==> src/rtl/spike_encode_scheduler_if.sv <==
// rtl/spike_encode_scheduler_if.sv - pixel memory, RNG and spike vector stream signals of the scheduler
interface spike_encode_scheduler_if #(
  parameter int NUM_INPUTS = 16,
  parameter int ADDR_W     = 4,
  parameter int STEP_W     = 4
);
  logic [ADDR_W-1:0]     pix_addr;
  logic [7:0]            pix_data;
  logic [7:0]            rng_freq;
  logic                  rng_shift;
  logic                  rng_bit;
  logic                  spk_valid;
  logic                  spk_ready;
  logic [NUM_INPUTS-1:0] spk_data;
  logic [STEP_W-1:0]     spk_step;

  modport master (
    output pix_addr, rng_freq, rng_shift, spk_valid, spk_data, spk_step,
    input  pix_data, rng_bit, spk_ready
  );

  modport slave (
    input  pix_addr, rng_freq, rng_shift, spk_valid, spk_data, spk_step,
    output pix_data, rng_bit, spk_ready
  );
endinterface

==> src/rtl/spike_encode_scheduler.sv <==
// rtl/spike_encode_scheduler.sv - walks every pixel through the shared Poisson RNG once per timestep
module spike_encode_scheduler #(
  parameter int NUM_INPUTS = 16,
  parameter int ADDR_W     = 4,
  parameter int NUM_STEPS  = 8,
  parameter int STEP_W     = 4
) (
  input  logic                      clk,
  input  logic                      rst,
  input  logic                      start,
  output logic                      busy,
  output logic                      done,
  spike_encode_scheduler_if.master  bus
);

  typedef enum logic [2:0] {
    S_IDLE,
    S_FETCH,
    S_LOAD,
    S_SAMPLE,
    S_OUTPUT,
    S_DONE
  } state_t;

  localparam logic [ADDR_W-1:0] LAST_IDX  = ADDR_W'(NUM_INPUTS - 1);
  localparam logic [STEP_W-1:0] LAST_STEP = STEP_W'(NUM_STEPS - 1);

  state_t                state_q, state_d;
  logic [ADDR_W-1:0]     idx_q, idx_d;
  logic [STEP_W-1:0]     step_q, step_d;
  logic [NUM_INPUTS-1:0] data_q, data_d;
  logic [ADDR_W-1:0]     addr_q, addr_d;
  logic [7:0]            freq_q, freq_d;

  always_ff @(posedge clk) begin
    if (rst) begin
      state_q <= S_IDLE;
      idx_q   <= '0;
      step_q  <= '0;
      data_q  <= '0;
      addr_q  <= '0;
      freq_q  <= '0;
    end else begin
      state_q <= state_d;
      idx_q   <= idx_d;
      step_q  <= step_d;
      data_q  <= data_d;
      addr_q  <= addr_d;
      freq_q  <= freq_d;
    end
  end

  always_comb begin
    state_d = state_q;
    idx_d   = idx_q;
    step_d  = step_q;
    data_d  = data_q;
    addr_d  = addr_q;
    freq_d  = freq_q;
    case (state_q)
      S_IDLE: begin
        if (start) begin
          state_d = S_FETCH;
          idx_d   = '0;
          step_d  = '0;
          data_d  = '0;
        end
      end
      S_FETCH: begin
        addr_d  = idx_q;
        state_d = S_LOAD;
      end
      S_LOAD: begin
        freq_d  = bus.pix_data;
        state_d = S_SAMPLE;
      end
      S_SAMPLE: begin
        data_d[idx_q] = bus.rng_bit;
        if (idx_q == LAST_IDX) begin
          state_d = S_OUTPUT;
        end else begin
          idx_d   = idx_q + ADDR_W'(1);
          state_d = S_FETCH;
        end
      end
      S_OUTPUT: begin
        // Nothing advances until the vector is taken, so stalls never consume RNG shifts.
        if (bus.spk_ready) begin
          if (step_q == LAST_STEP) begin
            state_d = S_DONE;
          end else begin
            step_d  = step_q + STEP_W'(1);
            idx_d   = '0;
            data_d  = '0;
            state_d = S_FETCH;
          end
        end
      end
      S_DONE: begin
        state_d = S_IDLE;
      end
      default: begin
        state_d = S_IDLE;
      end
    endcase
  end

  // Address is presented during FETCH itself so the registered memory returns data in LOAD.
  assign bus.pix_addr  = addr_d;
  assign bus.rng_freq  = freq_q;
  assign bus.rng_shift = (state_q == S_SAMPLE);
  assign bus.spk_valid = (state_q == S_OUTPUT);
  assign bus.spk_data  = data_q;
  assign bus.spk_step  = step_q;
  assign busy          = (state_q != S_IDLE);
  assign done          = (state_q == S_DONE);

endmodule

==> src/flat_wrapper.sv <==
// flat-port wrapper written by rule: the top's interface ports become plain ports
module spike_encode_scheduler_flat 
#(
  parameter int NUM_INPUTS = 16,
  parameter int ADDR_W     = 4,
  parameter int NUM_STEPS  = 8,
  parameter int STEP_W     = 4
)
  (clk, rst, start, busy, done, bus_pix_addr, bus_rng_freq, bus_rng_shift, bus_spk_valid, bus_spk_data, bus_spk_step, bus_pix_data, bus_rng_bit, bus_spk_ready);
  spike_encode_scheduler_if #(.NUM_INPUTS(NUM_INPUTS), .ADDR_W(ADDR_W), .STEP_W(STEP_W)) bus_i ();
  input  logic clk;
  input  logic rst;
  input  logic start;
  output logic busy;
  output logic done;
  output wire logic [$bits(bus_i.pix_addr)-1:0] bus_pix_addr;
  output wire logic [$bits(bus_i.rng_freq)-1:0] bus_rng_freq;
  output wire logic [$bits(bus_i.rng_shift)-1:0] bus_rng_shift;
  output wire logic [$bits(bus_i.spk_valid)-1:0] bus_spk_valid;
  output wire logic [$bits(bus_i.spk_data)-1:0] bus_spk_data;
  output wire logic [$bits(bus_i.spk_step)-1:0] bus_spk_step;
  input wire logic [$bits(bus_i.pix_data)-1:0] bus_pix_data;
  input wire logic [$bits(bus_i.rng_bit)-1:0] bus_rng_bit;
  input wire logic [$bits(bus_i.spk_ready)-1:0] bus_spk_ready;
  assign bus_pix_addr = bus_i.pix_addr;
  assign bus_rng_freq = bus_i.rng_freq;
  assign bus_rng_shift = bus_i.rng_shift;
  assign bus_spk_valid = bus_i.spk_valid;
  assign bus_spk_data = bus_i.spk_data;
  assign bus_spk_step = bus_i.spk_step;
  assign bus_i.pix_data = bus_pix_data;
  assign bus_i.rng_bit = bus_rng_bit;
  assign bus_i.spk_ready = bus_spk_ready;
  spike_encode_scheduler #(.NUM_INPUTS(NUM_INPUTS), .ADDR_W(ADDR_W), .NUM_STEPS(NUM_STEPS), .STEP_W(STEP_W)) u_core (.clk(clk), .rst(rst), .start(start), .busy(busy), .done(done), .bus(bus_i));
endmodule
==> config.mk <==
export PLATFORM = sky130hd
export DESIGN_NAME = spike_encode_scheduler_flat
export DESIGN_NICKNAME = d
export VERILOG_FILES = /design/src/rtl/spike_encode_scheduler_if.sv /design/src/rtl/spike_encode_scheduler.sv /design/src/flat_wrapper.sv
export SDC_FILE = /design/constraint.sdc
export NUM_CORES = 1
export LEC_CHECK = 0
export ABC_AREA = 1
export BUFFER_PORTS_ARGS = -buffer_cell sky130_fd_sc_hd__buf_2
export CAP_MARGIN = 20
export CORE_MARGIN = 1.5
export CORE_UTILIZATION = 47
export DETAILED_ROUTE_END_ITERATION = 8
export MAX_ROUTING_LAYER = met4
export PLACE_DENSITY_LB_ADDON = 0.2
export SYNTH_ARGS = -nofsm -noshare
export SYNTH_HDL_FRONTEND = slang
export SYNTH_SLANG_ARGS = --single-unit
==> constraint.sdc <==
create_clock -name clk -period 1.7 [get_ports clk]
set_clock_uncertainty 0.1 [all_clocks]
set_input_delay 0.51 -clock clk [delete_from_list [all_inputs] [get_ports clk]]
set_output_delay 0.51 -clock clk [all_outputs]
set_load 0.005 [all_outputs]
==> Yosys cells after proc, flatten, opt, wreduce, memory -nomap -nowiden <==
Cells that the tools add are included.
Widths: inputs -> output; s select.
{ "classes": {"n_addsub": 2, "n_lt_le_gt_ge": 2, "eq_ne": 11, "mux": 21, "reduce_logical": 9} }
{ "ops": {"columns": ["cell", "count"], "rows": [
  ["$mux 16", 3],
  ["$pmux 16 s3", 1],
  ["$mux 4", 7],
  ["$bwmux 16", 1],
  ["$pmux 3 s5", 1],
  ["$mux 3", 4],
  ["$pmux 4 s3", 1],
  ["$add 4x1->4 const B", 2],
  ["$pmux 4 s2", 1],
  ["$reduce_and 4->1", 2],
  ["$eq 3x2->1 const B", 2],
  ["$eq 3x3->1 const B", 2],
  ["$ne 2x2->1 const B", 3],
  ["$reduce_bool 3->1", 2],
  ["$lt 4x5->1 const B", 1],
  ["$reduce_and 5->1", 1],
  ["$demux 1 s4", 1],
  ["$eq 4x3->1 const B", 1],
  ["$eq 4x4->1 const B", 1],
  ["$ge 4x1->1 const B", 1],
  ["$eq 3x1->1 const B", 1],
  ["$logic_not 3->1", 1],
  ["$ne 2x1->1 const B", 1],
  ["$reduce_and 2->1", 1],
  ["other kinds (3)", 3]
]} }
{ "totals": {"regBits": 39, "in_bits": 13, "out_inout_bits": 36, "word_cells": 51} }

==> Logic depth before layout (Yosys ltp) <==
Gate-level depths: netlist (run 1).
{ "depth": {"word_depth": 6, "depth_mapped": 10, "ltp_nobuf": 10} }

==> Worst setup path before layout (run 1) <==
Ideal clock, no wire load.
{ "synth_path": {"path_kind": "reg-to-output", "from": "reg u_core.state_q[2]", "to": "out bus_pix_addr[1]", "arrival_time_ns": 1.166, "t_required_ns": 1.090, "path_slack_ns": -0.076, "path_stages_with_launch": 8, "path_buffers": 1, "cell_sequence": "dfxtp_1 -> inv_1 -> nand3_1 -> inv_1 -> buf_2 -> or2_2 -> inv_1 -> a21oi_1"} }
{ "synth_via": {"elab_chain_cells": 2} }
{ "synth_lines": {"columns": ["item", "line_no", "text"], "rows": [
  ["start: declaration", "spike_encode_scheduler.sv:28", "state_t state_q, state_d;"],
  ["start signal: assignment", "spike_encode_scheduler.sv:44", "state_q <= state_d;"],
  ["$eq 3x1->1", "spike_encode_scheduler.sv:60", "case (state_q)"],
  ["$mux 4", "spike_encode_scheduler.sv:60", null],
  ["end: declaration", "flat_wrapper.sv:16", "output wire logic [$bits(bus_i.pix_addr)-1:0] bus_pix_addr;"]
]} }
Every way passes these cells.

==> Worst setup path in the final report (run 1) <==
{ "layout_path": {"from": "reg u_core.state_q[2]", "to": "out bus_pix_addr[0]"} }
The elaborated chain is that of the path after synthesis.

==> metrics.md, run 1 <==
| Metric | Value |
|---|---|
| Final Non-Filler Cells | `423` |
| Origin of the worst min-delay path | `bus_pix_data[5]` |
| Pint | `0.001590 W` |
| Final WL | `5522 µm` |
| Hold path cells | `3` |
| Reg-to-reg critical path endpoint | `u_core.bus.spk_data[4]$_SDFFE_PP0P_` |
| Seq pwr share | `42.8%` |
| Critical path type | `reg -> out` |
| Core box area | `4029 µm²` |
| Ratio of cells with drive above 1 in the final layout | `38.34%` |
| Worst slew margin | `70.28%` |
| Setup crit end kind | `output pin` |
| Final Max Slew Viols | `0` |
| Finished Core Util | `69.41%` |
| Die height | `67.96 µm` |
| Unique masters post-synth | `25` |
| Peak supply drop | `0.0005021 V` |
| Post-Syn Area | `1983 µm²` |
| Number of placed I/O pins | `49` |
| HP Class | `in -> reg` |
| Register area share after synthesis | `39.37%` |
| Worst-skew pair later-pin latency | `0.30 ns` |
| First-pass GRT wire length | `8259 µm` |
| Clock buffer depth | `2` |
| Min Hold Slack | `0.3346 ns` |
| Switching power total | `0.0007758 W` |
| WP data required | `1.09 ns` |
| Part of the power in the clock network | `25.7%` |
| Drt wl/cell | `13.05 µm` |
| Initial Utilization | `49.22%` |
| Storage cell area | `788.3 µm²` |
| Hold Path End | `u_core.bus.rng_freq[5]$_SDFFE_PP0P_` |
| CTS root buffer | `clkbuf_8` |
| Dpl hpwl | `3241 µm` |
| # setup viols final | `8` |
| Reg clk slew, reported paths | `0.07 ns` |
| IO buf count | `48` |
| Pre-CTS setup slack | `-0.03867 ns` |
| Main flop type after synthesis | `dfxtp_1` |
| First-pass iteration count of the detailed router | `4` |
| Failing checks | `setup timing` |
| Antenna Cells | `0` |
| Mux contribution to synthesized area | `0%` |
| Initial antenna violation count | `0` |
| Multi-input logic area | `1137 µm²` |
| Ys async rst share | `0%` |
| Die X | `67.96 µm` |
| Synth Register Bits | `39` |
| Power Density | `845.9 nW/µm²` |
| Worst path cell trace | `inv_2 -> nand3_4 -> inv_4 -> or2_4 -> inv_2 -> a21oi_1 -> buf_2` |
| Placed cells | `395` |
| Status | `complete, but fails checks` |
| Max stage delay cell, worst path | `dfxtp_2` |
| EDFF count, synth | `0` |
| Minimum clock period | `1.887 ns` |
| CTS Buf Count | `5` |
| R2R Path Start | `u_core.state_q[0]$_SDFFE_PP0P_` |
| Antenna viol nets, final | `0` |
| RSZ-0062 raised after global routing | `yes` |
| Most frequent CP cell | `inv_2` |
| Final nets | `390` |
| Max FO, Critical Path | `7` |
| Synthesized-area fraction occupied by adder cells | `3.155%` |
| Drt drc | `0` |
| Synth Area in Compound Gates | `11.74%` |
| XOR/XNOR share of the synthesized area | `0%` |
| Yosys warnings | `0` |
| Vias in the first global route | `1,917` |
| Logic pwr share | `31.6%` |
| Iteration-0 DRC Markers | `211` |
| Final Hold Vio Count | `0` |
| Slew @ Worst Pin | `0.4453 ns` |
| RePlAce Congestion | `0.8392` |
| Die Area | `4618 µm²` |
| TritonCTS clock tree | `built` |
| GRT Total Usage | `24.13%` |
| Syn Inst Count | `289` |
| Reg2reg path depth | `10` |
| Sw frac | `32.79%` |
| Leakage | `1.323 nW` |
| Pin count of the biggest net entering global routing | `25` |
| Max Clock Freq | `529.9 MHz` |
| R2R Setup Slk | `0.05 ns` |
| Total grt overflow | `0` |
| Avg Synthesized Cell Area | `6.862 µm²` |
| Hold Buf Count CTS | `0` |
| Area Overhead vs Synth | `41.01%` |
| Crit share post-route | `111.0%` |
| H-tree Lvls | `2` |
| Simple-Gate Fraction of Synth Area | `36.72%` |
| Via density | `5.251` |
| Detailed-route via count | `2,221` |
| Max-cap check violation count | `0` |
| # clock sinks | `39` |
| CP Launch Type | `register` |
| Syn Nets | `307` |
| Crit path DAT | `1.28 ns` |
| Setup WS post-layout | `-0.1873 ns` |
| Filler instances | `341` |
| Largest family of logic cells by synthesized area | `simple AND/OR/NAND/NOR gates` |
| CP max stage delay | `0.34 ns` |
| Row cnt | `23` |
## kinds of logic (layout without fill, tap and decap cells)
logic type / count (synthesis) / in the layout
buffers and inverters: 42 / 125
adder cells (fa/ha/maj): 5 / 5
flip-flops: 39 / 39
AO/OA/AOI/OAI: 44 / 44
AND/OR/NAND/NOR: 159 / 160
## state kept, by name, indices dropped and copies added, names as in the netlist
register,cells
u_core.bus.spk_step,4
u_core.idx_q,4
u_core.bus.spk_data,16
u_core.bus.rng_freq,8
u_core.addr_q,4
u_core.state_q,3
## layout make-up
type | instances | area share [%]
Multi-Input combinational cell | 209 | 40.67
Sequential cell | 39 | 28.19
Timing Repair Buffer | 91 | 22.15
Inverter | 26 | 3.758
Clock buffer | 5 | 2.461
Tap cell | 50 | 2.237
Clock inverter | 3 | 0.5369
## per-stage QoR
stage	total power, W	cell area (µm²)	TNS, ns
final	0.002366	2796	-0.9837
after global routing	0.002482	2796	-1.896
after CTS	0.002297	2644	-0.8700
after detailed placement	0.001595	2390	-0.1436
after global placement	0.001590	2390	-0.1204
after floorplan	0.001385	1986	0
## synthesized netlist by cell type, types with 2 or more instances
master	instances	share of area (%)
ha_1	5	3.2
nand2_1	56	11
clkinv_1	3	0.57
nand4_1	9	2.8
inv_1	21	4.0
clkbuf_1	10	1.9
a21oi_1	24	6.1
buf_4	2	0.76
or2_2	4	1.3
o21ai_0	15	3.8
dfxtp_1	39	39
nor2_2	3	0.95
nand3_1	43	11
nor2_1	38	7.2
a211oi_1	5	1.9
buf_2	3	0.76
## worst max path at each step
stage,cells after the start,startpoint,endpoint
floorplan,7,u_core.state_q[1]$_SDFFE_PP0P_,bus_pix_addr[1]
global placement,7,u_core.state_q[1]$_SDFFE_PP0P_,bus_pix_addr[0]
detailed placement,7,u_core.state_q[1]$_SDFFE_PP0P_,bus_pix_addr[0]
CTS,7,u_core.state_q[2]$_SDFFE_PP0P_,bus_pix_addr[0]
global route,7,u_core.state_q[2]$_SDFFE_PP0P_,bus_pix_addr[2]
finish,7,u_core.state_q[2]$_SDFFE_PP0P_,bus_pix_addr[0]
## power groups by stage
stage / combinational, W / sequential (W) / clock (W)
finish: 0.000747 / 0.00101 / 0.000608
global route: 0.000820 / 0.00102 / 0.000645
CTS: 0.000668 / 0.00101 / 0.000622
detailed placement: 0.000572 / 0.00102 / 0
global placement: 0.000568 / 0.00102 / 0
floorplan: 0.000351 / 0.00103 / 0
## placed cells by master (no fill, tap or decap), types with 2 or more instances in the layout
master	count
nand2_4	2
o21ai_0	14
buf_12	2
buf_6	7
a211oi_1	5
a21oi_2	6
nand3_1	41
inv_2	8
inv_1	13
or2_4	4
inv_4	3
a21oi_1	18
nand2_1	49
clkbuf_8	5
dfxtp_1	35
clkinv_1	2
ha_1	5
buf_2	46
dfxtp_2	3
buf_4	36
nand2_2	6
nand4_1	9
nor2_4	6
clkinv_2	3
nor2_1	36
## what timing repair did
action | CTS | global route
gates resized for setup | 26 | 27
endpoints found under the setup margin | 10 | 31
buffers inserted | 13 | 6
gates cloned | 0 | 1
pin swaps | 4 | 11
## routing by layer
layer / global-route usage [%] / vias up / routed length [µm]
li1: - / 1122 / -
met1: 30.35 / 999 / 2331
met2: 38.35 / 93 / 2745
met3: 4.605 / 7 / 367
met4: 9.250 / 0 / 78
met5: - / - / 0
## critical path: cells and delay by family (launching register included)
family                 cells  cell delay (ns)
AOI/OAI and AO/OA          1             0.03
buffers and inverters      4             0.29
DFF                        1             0.34
and+or+nand+nor            2             0.32
Power figures use the tool's default switching activity.
==> inputs of run 2 (changes only) <==
--- a/config.mk
+++ b/config.mk
@@ -13,6 +13,7 @@
 export DETAILED_ROUTE_END_ITERATION = 8
 export MAX_ROUTING_LAYER = met4
 export PLACE_DENSITY_LB_ADDON = 0.2
+export REMOVE_ABC_BUFFERS = 1
 export SYNTH_ARGS = -nofsm -noshare
 export SYNTH_HDL_FRONTEND = slang
 export SYNTH_SLANG_ARGS = --single-unit
==> run 2 against run 1 <==
Against the previous run:
- the flow still finishes with violations (setup timing)
- sequential power is essentially flat
- power up 15%
- count of clock-buffer cells in the layout grew 1
- non-clock buffer count increased by 11
==> metrics.md, run 2 (synthesized netlist as in run 1, its figures left out) <==
| Metric | Value |
|---|---|
| HP Class | `in -> reg` |
| H-tree Lvls | `2 (unchanged)` |
| TritonCTS clock tree | `built` |
| Max stage delay cell, worst path | `dfxtp_2` |
| Status | `complete, but fails checks` |
| Die Area | `4618 µm² (unchanged)` |
| Failing checks | `setup timing` |
| Setup WS post-layout | `-0.2090 ns (-0.02171 ns)` |
| Filler instances | `294 (-14%)` |
| Minimum clock period | `1.909 ns (+0.02171 ns)` |
| CTS Buf Count | `5 (unchanged)` |
| Final WL | `6421 µm (+16%)` |
| Core box area | `4029 µm² (unchanged)` |
| Area Overhead vs Synth | `56.21%` |
| # clock sinks | `39 (unchanged)` |
| Clock buffer depth | `2 (unchanged)` |
| Most frequent CP cell | `inv_2` |
| First-pass GRT wire length | `8500 µm (+2.9%)` |
| WP data required | `1.09 ns (about the same)` |
| Iteration-0 DRC Markers | `224 (+6.2%)` |
| Slew @ Worst Pin | `0.4858 ns (+0.04055 ns)` |
| Number of placed I/O pins | `49 (unchanged)` |
| Pin count of the biggest net entering global routing | `25 (unchanged)` |
| RePlAce Congestion | `0.8247 (-1.7%)` |
| Ratio of cells with drive above 1 in the final layout | `47.92% (+9.6 points)` |
| Leakage | `1.458 nW (+10%)` |
| Final Max Slew Viols | `0 (unchanged)` |
| # setup viols final | `14 (+6)` |
| Total grt overflow | `0 (unchanged)` |
| RSZ-0062 raised after global routing | `yes` |
| Vias in the first global route | `1,969 (+2.7%)` |
| Max Clock Freq | `523.8 MHz (-1.1%)` |
| Detailed-route via count | `2,373 (+6.8%)` |
| Initial Utilization | `49.22% (unchanged)` |
| Initial antenna violation count | `0 (unchanged)` |
| Setup TNS Final | `-1.370 ns (-0.3859 ns)` |
| Delay-heaviest family, CP | `flip-flops` |
| IO buf count | `48 (unchanged)` |
| CP bufs+invs | `4 (unchanged)` |
| Drt drc | `0 (unchanged)` |
| Leading cell types in the layout, fill and taps excluded | `buf_2 (47), nand2_1 (43), buf_4 (40)` |
| Crit share post-route | `112.3% (+1.3 points)` |
| Critical path type | `reg -> out` |
| Max-cap check violation count | `0 (unchanged)` |
| Die X | `67.96 µm (unchanged)` |
| Finished Core Util | `76.89% (+7.5 points)` |
| Antenna Cells | `0 (unchanged)` |
| Row cnt | `23 (unchanged)` |
| Crit path DAT | `1.30 ns (+0.02 ns)` |
| Peak supply drop | `0.0005537 V (+10%)` |
| CP max stage delay | `0.35 ns (about the same)` |
| Die height | `67.96 µm (unchanged)` |
| Commonest non-fill, non-tap cell in the layout | `buf_2` |
| CTS root buffer | `clkbuf_8` |
| Power Density | `881.3 nW/µm² (+4.2%)` |
| Max FO, Critical Path | `8 (+1)` |
| Setup crit end kind | `output pin` |
| Final Hold Vio Count | `0 (unchanged)` |
| Via density | `5.468 (+4.1%)` |
| Worst slew margin | `67.58% (-2.7 points)` |
| First-pass iteration count of the detailed router | `5 (+1)` |
| Final nets | `401 (+2.8%)` |
| GRT Total Usage | `24.81% (+0.68 points)` |
| Reg clk slew, reported paths | `0.08 ns (about the same)` |
| Worst-skew pair later-pin latency | `0.30 ns (about the same)` |
| Drt wl/cell | `14.79 µm (+13%)` |
| Antenna viol nets, final | `0 (unchanged)` |
| Worst path cell trace | `inv_2 -> nand3_4 -> inv_6 -> or2_4 -> inv_2 -> a21oi_1 -> buf_2` |
| Dpl hpwl | `3210 µm (-0.94%)` |
| Hold Buf Count CTS | `0 (unchanged)` |
| Max reg flops | `16 (unchanged)` |
| CP Launch Type | `register` |
[run 2: changes by cell type in the layout (fill, tap and decap cells not counted), moves of 3 or more]
| cell | before | now |
|---|---|---|
| buf_4 | 36 | 40 |
| buf_6 | 7 | 12 |
| inv_4 | 3 | 0 |
| nand2_1 | 49 | 43 |
| nand2_2 | 6 | 10 |
| nand3_1 | 41 | 23 |
| nand3_2 | 1 | 17 |
[run 2: metrics by stage]
| step | power [W] | hold slack [ns] | cells | area, µm² | setup WS (ns) |
|---|---|---|---|---|---|
| after floorplan | 0.001359 | 0.3495 | 273 | 1904 | -0.2686 |
| after global placement | 0.001579 | 0.3464 | 393 | 2372 | -0.04466 |
| after detailed placement | 0.001590 | 0.3517 | 393 | 2372 | -0.07213 |
| after CTS | 0.002510 | 0.3382 | 422 | 2724 | -0.1820 |
| after global routing | 0.002857 | 0.3422 | 434 | 3098 | -0.2478 |
| final | 0.002730 | 0.3383 | 434 | 3098 | -0.2090 |
[run 2: per-layer routing]
layer  vias up  global-route usage (%)  part of all wire [%]
li1       1140                       -                     -
met1      1121                   29.90                    43
met2        94                   40.78                    50
met3        18                   5.099                   4.9
met4         0                   9.250                   2.2
met5         -                       -                     0
[run 2: layout make-up]
cell class	count	area, µm²	area share (%)
Tap cell	50	62.56	2.019
Clock buffer	6	82.58	2.666
Timing Repair Buffer	102	730.7	23.59
Clock inverter	2	35.03	1.131
Sequential cell	39	787.0	25.40
Multi-Input combinational cell	209	1285	41.48
Inverter	26	115.1	3.716
[run 2: timing repair]
| item | in CTS | in global routing |
|---|---|---|
| pin swaps | 4 | 38 |
| buffers inserted | 21 | 14 |
| endpoints found under the setup margin | 24 | 32 |
| resized for setup | 30 | 69 |
| cloned | 0 | 2 |
[run 2: worst reg2reg max path, stage by stage (launching register included)]
cell and delay, ns:
dfxtp_2 0.36, buf_6 0.12, buf_6 0.11, nand2_4 0.05, nor2_4 0.14, buf_6 0.12, buf_8 0.12, nand2_2 0.10
nand2_2 0.12, nand2_2 0.10, o21ai_0 0.17, nor2_1 0.05
[run 2: final timing paths]
path | start | end | slack, ns | cells after the start
setup / recovery | u_core.state_q[2]$_SDFFE_PP0P_ | bus_pix_addr[1] | -0.21 | 7
hold / removal | bus_pix_data[3] | u_core.bus.rng_freq[3]$_SDFFE_PP0P_ | 0.34 | 3
setup reg to reg | u_core.state_q[0]$_SDFFE_PP0P_ | u_core.idx_q[1]$_SDFFE_PP0P_ | -0.07 | 11
hold reg to reg | u_core.bus.spk_data[0]$_SDFFE_PP0P_ | u_core.bus.spk_data[0]$_SDFFE_PP0P_ | 0.36 | 2
[run 2: report_power, final]
group	internal (W)	total (W)	leakage (nW)	switching [W]
Combinational	0.000415	0.000906	1.08	0.000492
Sequential	0.000972	0.00102	0.319	0.0000431
Clock	0.000475	0.000809	0.0612	0.000334
Total	0.00186	0.00273	1.46	0.000868
==> inputs of run 3 (changes only) <==
--- a/config.mk
+++ b/config.mk
@@ -8,11 +8,11 @@
 export ABC_AREA = 1
 export BUFFER_PORTS_ARGS = -buffer_cell sky130_fd_sc_hd__buf_2
 export CAP_MARGIN = 20
-export CORE_MARGIN = 1.5
 export CORE_UTILIZATION = 47
 export DETAILED_ROUTE_END_ITERATION = 8
 export MAX_ROUTING_LAYER = met4
 export PLACE_DENSITY_LB_ADDON = 0.2
+export RECOVER_POWER = 100
 export REMOVE_ABC_BUFFERS = 1
 export SYNTH_ARGS = -nofsm -noshare
 export SYNTH_HDL_FRONTEND = slang
==> run 3 against run 2 <==
Against the previous run:
- the flow still finishes with violations (setup timing)
- largest cell class unchanged
- highest routed layer unchanged
- clock power hardly changed
- sequential cell count stayed put
- sequential power hardly changed
- global-route usage is 1.7 points higher
- critical endpoint unchanged
- combinational power is 12% lower
==> metrics.md, run 3 (synthesized netlist as in run 1, its figures left out) <==
| Metric | Value |
|---|---|
| Status | `complete, but fails checks` |
| Failing checks | `setup timing` |
| Drt drc | `0 (unchanged)` |
| Area Overhead vs Synth | `44.10%` |
| Initial antenna violation count | `0 (unchanged)` |
| CTS Buf Count | `5 (unchanged)` |
| Final WL | `5658 µm (-12%)` |
| Hold Buf Count CTS | `0 (unchanged)` |
| Pint | `0.001815 W (-2.5%)` |
| # clock sinks | `39 (unchanged)` |
| RePlAce Congestion | `0.8145 (-1.2%)` |
| Power Density | `915.2 nW/µm² (+3.9%)` |
| Slew @ Worst Pin | `0.4820 ns (-0.003837 ns)` |
| First-pass GRT wire length | `8645 µm (+1.7%)` |
| Crit share post-route | `112.5% (+0.21 points)` |
| RSZ-0062 raised after global routing | `yes` |
| Final Max Slew Viols | `0 (unchanged)` |
| GRT Total Usage | `26.50% (+1.7 points)` |
| CP Launch Type | `register` |
| Die Area | `4483 µm² (-2.9%)` |
| Clock buffer depth | `2 (unchanged)` |
| Logic pwr share | `30.3% (-2.9 points)` |
| Max-cap check violation count | `0 (unchanged)` |
| Core box area | `4029 µm² (unchanged)` |
| Seq pwr share | `38.7% (+1.5 points)` |
| Leakage | `1.342 nW (-7.9%)` |
| Iteration-0 DRC Markers | `152 (-32%)` |
| Antenna Cells | `0 (unchanged)` |
| Minimum clock period | `1.913 ns (+0.003534 ns)` |
| Drt wl/cell | `13.31 µm (-10%)` |
| Critical path type | `reg -> out` |
| Antenna viol nets, final | `0 (unchanged)` |
| Switching power total | `0.0008006 W (-7.8%)` |
| Part of the power in the clock network | `30.9% (+1.3 points)` |
| # setup viols final | `7 (-7)` |
| Row cnt | `23 (unchanged)` |
| Leading cell types in the layout, fill and taps excluded | `nand2_1 (50), buf_2 (46), nand3_1 (40)` |
| First-pass iteration count of the detailed router | `4 (-1)` |
| Ratio of cells with drive above 1 in the final layout | `37.87% (-10 points)` |
| Worst slew margin | `67.83% (+0.26 points)` |
| Peak supply drop | `0.0005683 V (+2.6%)` |
| WP data required | `1.09 ns (about the same)` |
| Total grt overflow | `0 (unchanged)` |
| Vias in the first global route | `1,951 (-0.91%)` |
| Initial Utilization | `49.22% (unchanged)` |
| Final Hold Vio Count | `0 (unchanged)` |
| TritonCTS clock tree | `built` |
| Filler instances | `332 (+13%)` |
| Via density | `5.216 (-4.6%)` |
| H-tree Lvls | `2 (unchanged)` |
| Setup crit end kind | `output pin` |
| Power Total | `0.002615 W (-4.2%)` |
| Dpl hpwl | `3248 µm (+1.2%)` |
| Detailed-route via count | `2,217 (-6.6%)` |
| Die X | `66.96 µm (-1.5%)` |
| Sw frac | `30.61% (-1.2 points)` |
| Worst-skew pair later-pin latency | `0.30 ns (about the same)` |
| Reg clk slew, reported paths | `0.08 ns (about the same)` |
| HP Class | `in -> reg` |
| Pin count of the biggest net entering global routing | `25 (unchanged)` |
| Finished Core Util | `70.93% (-6.0 points)` |
| IO buf count | `48 (unchanged)` |
| Max reg flops | `16 (unchanged)` |
| Final nets | `392 (-2.2%)` |
| CTS root buffer | `clkbuf_8` |
| Commonest non-fill, non-tap cell in the layout | `nand2_1` |
| Max FO, Critical Path | `8 (unchanged)` |
| Die height | `66.96 µm (-1.5%)` |
| Max Clock Freq | `522.9 MHz (-0.18%)` |
| Setup WS post-layout | `-0.2125 ns (-0.003534 ns)` |
| Number of placed I/O pins | `49 (unchanged)` |
| Crit path DAT | `1.30 ns (about the same)` |
==> run 3: cell count changes in the layout (fill, tap and decap cells not counted), sizes merged <==
cell / change
buf: -9
clkbuf: -1
clkinv: +2
inv: -1
==> run 3: path summary, 6_finish.rpt <==
check             cells after the start  slack [ns]                                    to                                 start
setup / recovery                      7       -0.21                       bus_pix_addr[1]        u_core.state_q[2]$_SDFFE_PP0P_
hold / removal                        3        0.33   u_core.bus.rng_freq[5]$_SDFFE_PP0P_                       bus_pix_data[5]
setup reg to reg                      9        0.02        u_core.state_q[2]$_SDFFE_PP0P_        u_core.state_q[0]$_SDFFE_PP0P_
hold reg to reg                       2        0.36  u_core.bus.spk_data[12]$_SDFFE_PP0P_  u_core.bus.spk_data[12]$_SDFFE_PP0P_
==> run 3: critical path, cell delays in order (launching register included) <==
cell,delay [ns]
dfxtp_2,0.35
inv_2,0.05
nand3_4,0.10
inv_6,0.05
or2_4,0.23
inv_4,0.06
a21oi_2,0.03
buf_2,0.13
==> run 3: layout make-up <==
class | instances | area [µm²] | area share [%]
Multi-Input combinational cell | 209 | 1136 | 39.75
Sequential cell | 39 | 787.0 | 27.54
Clock buffer | 6 | 82.58 | 2.890
Timing Repair inverter | 1 | 8.758 | 0.3065
Tap cell | 50 | 62.56 | 2.189
Inverter | 26 | 115.1 | 4.028
Timing Repair Buffer | 92 | 630.6 | 22.07
Clock inverter | 2 | 35.03 | 1.226
==> run 3: what timing repair did <==
item	4_1_cts	5_1_grt
endpoints found under the hold margin	0	0
pin swaps	4	9
endpoints found under the setup margin	25	33
setup buffers	15	7
gates resized for setup	32	27
cloned	0	2
==> run 3: power groups by stage <==
stage	Sequential [W]	Clock, W	Combinational [W]
5_1_grt	0.00102	0.000882	0.000866
4_1_cts	0.00101	0.000824	0.000671
2_1_floorplan	0.00104	0	0.000320
3_5_place_dp	0.00103	0	0.000567
6_report	0.00101	0.000809	0.000794
3_3_place_gp	0.00102	0	0.000561
==> run 3: metrics by stage <==
stage / setup WS [ns] / hold WS (ns) / std cells / TNS (ns) / area, µm²
5_1_grt: -0.2870 / 0.3294 / 425 / -1.810 / 2858
3_3_place_gp: -0.06649 / 0.3472 / 395 / -0.2827 / 2387
4_1_cts: -0.1903 / 0.3314 / 418 / -1.006 / 2695
6_report: -0.2125 / 0.3331 / 425 / -1.091 / 2858
2_1_floorplan: -0.2686 / 0.3495 / 273 / -4.119 / 1904
3_5_place_dp: -0.07627 / 0.3514 / 395 / -0.3318 / 2387
==> run 3: layer usage <==
| metal | share of wire (%) | up-vias | track usage (%) |
|---|---|---|---|
| met5 | 0 | - | - |
| met1 | 43 | 1019 | 31.48 |
| li1 | - | 1126 | - |
| met3 | 6.2 | 10 | 6.336 |
| met4 | 2.0 | 0 | 8.777 |
| met2 | 48 | 62 | 43.69 |
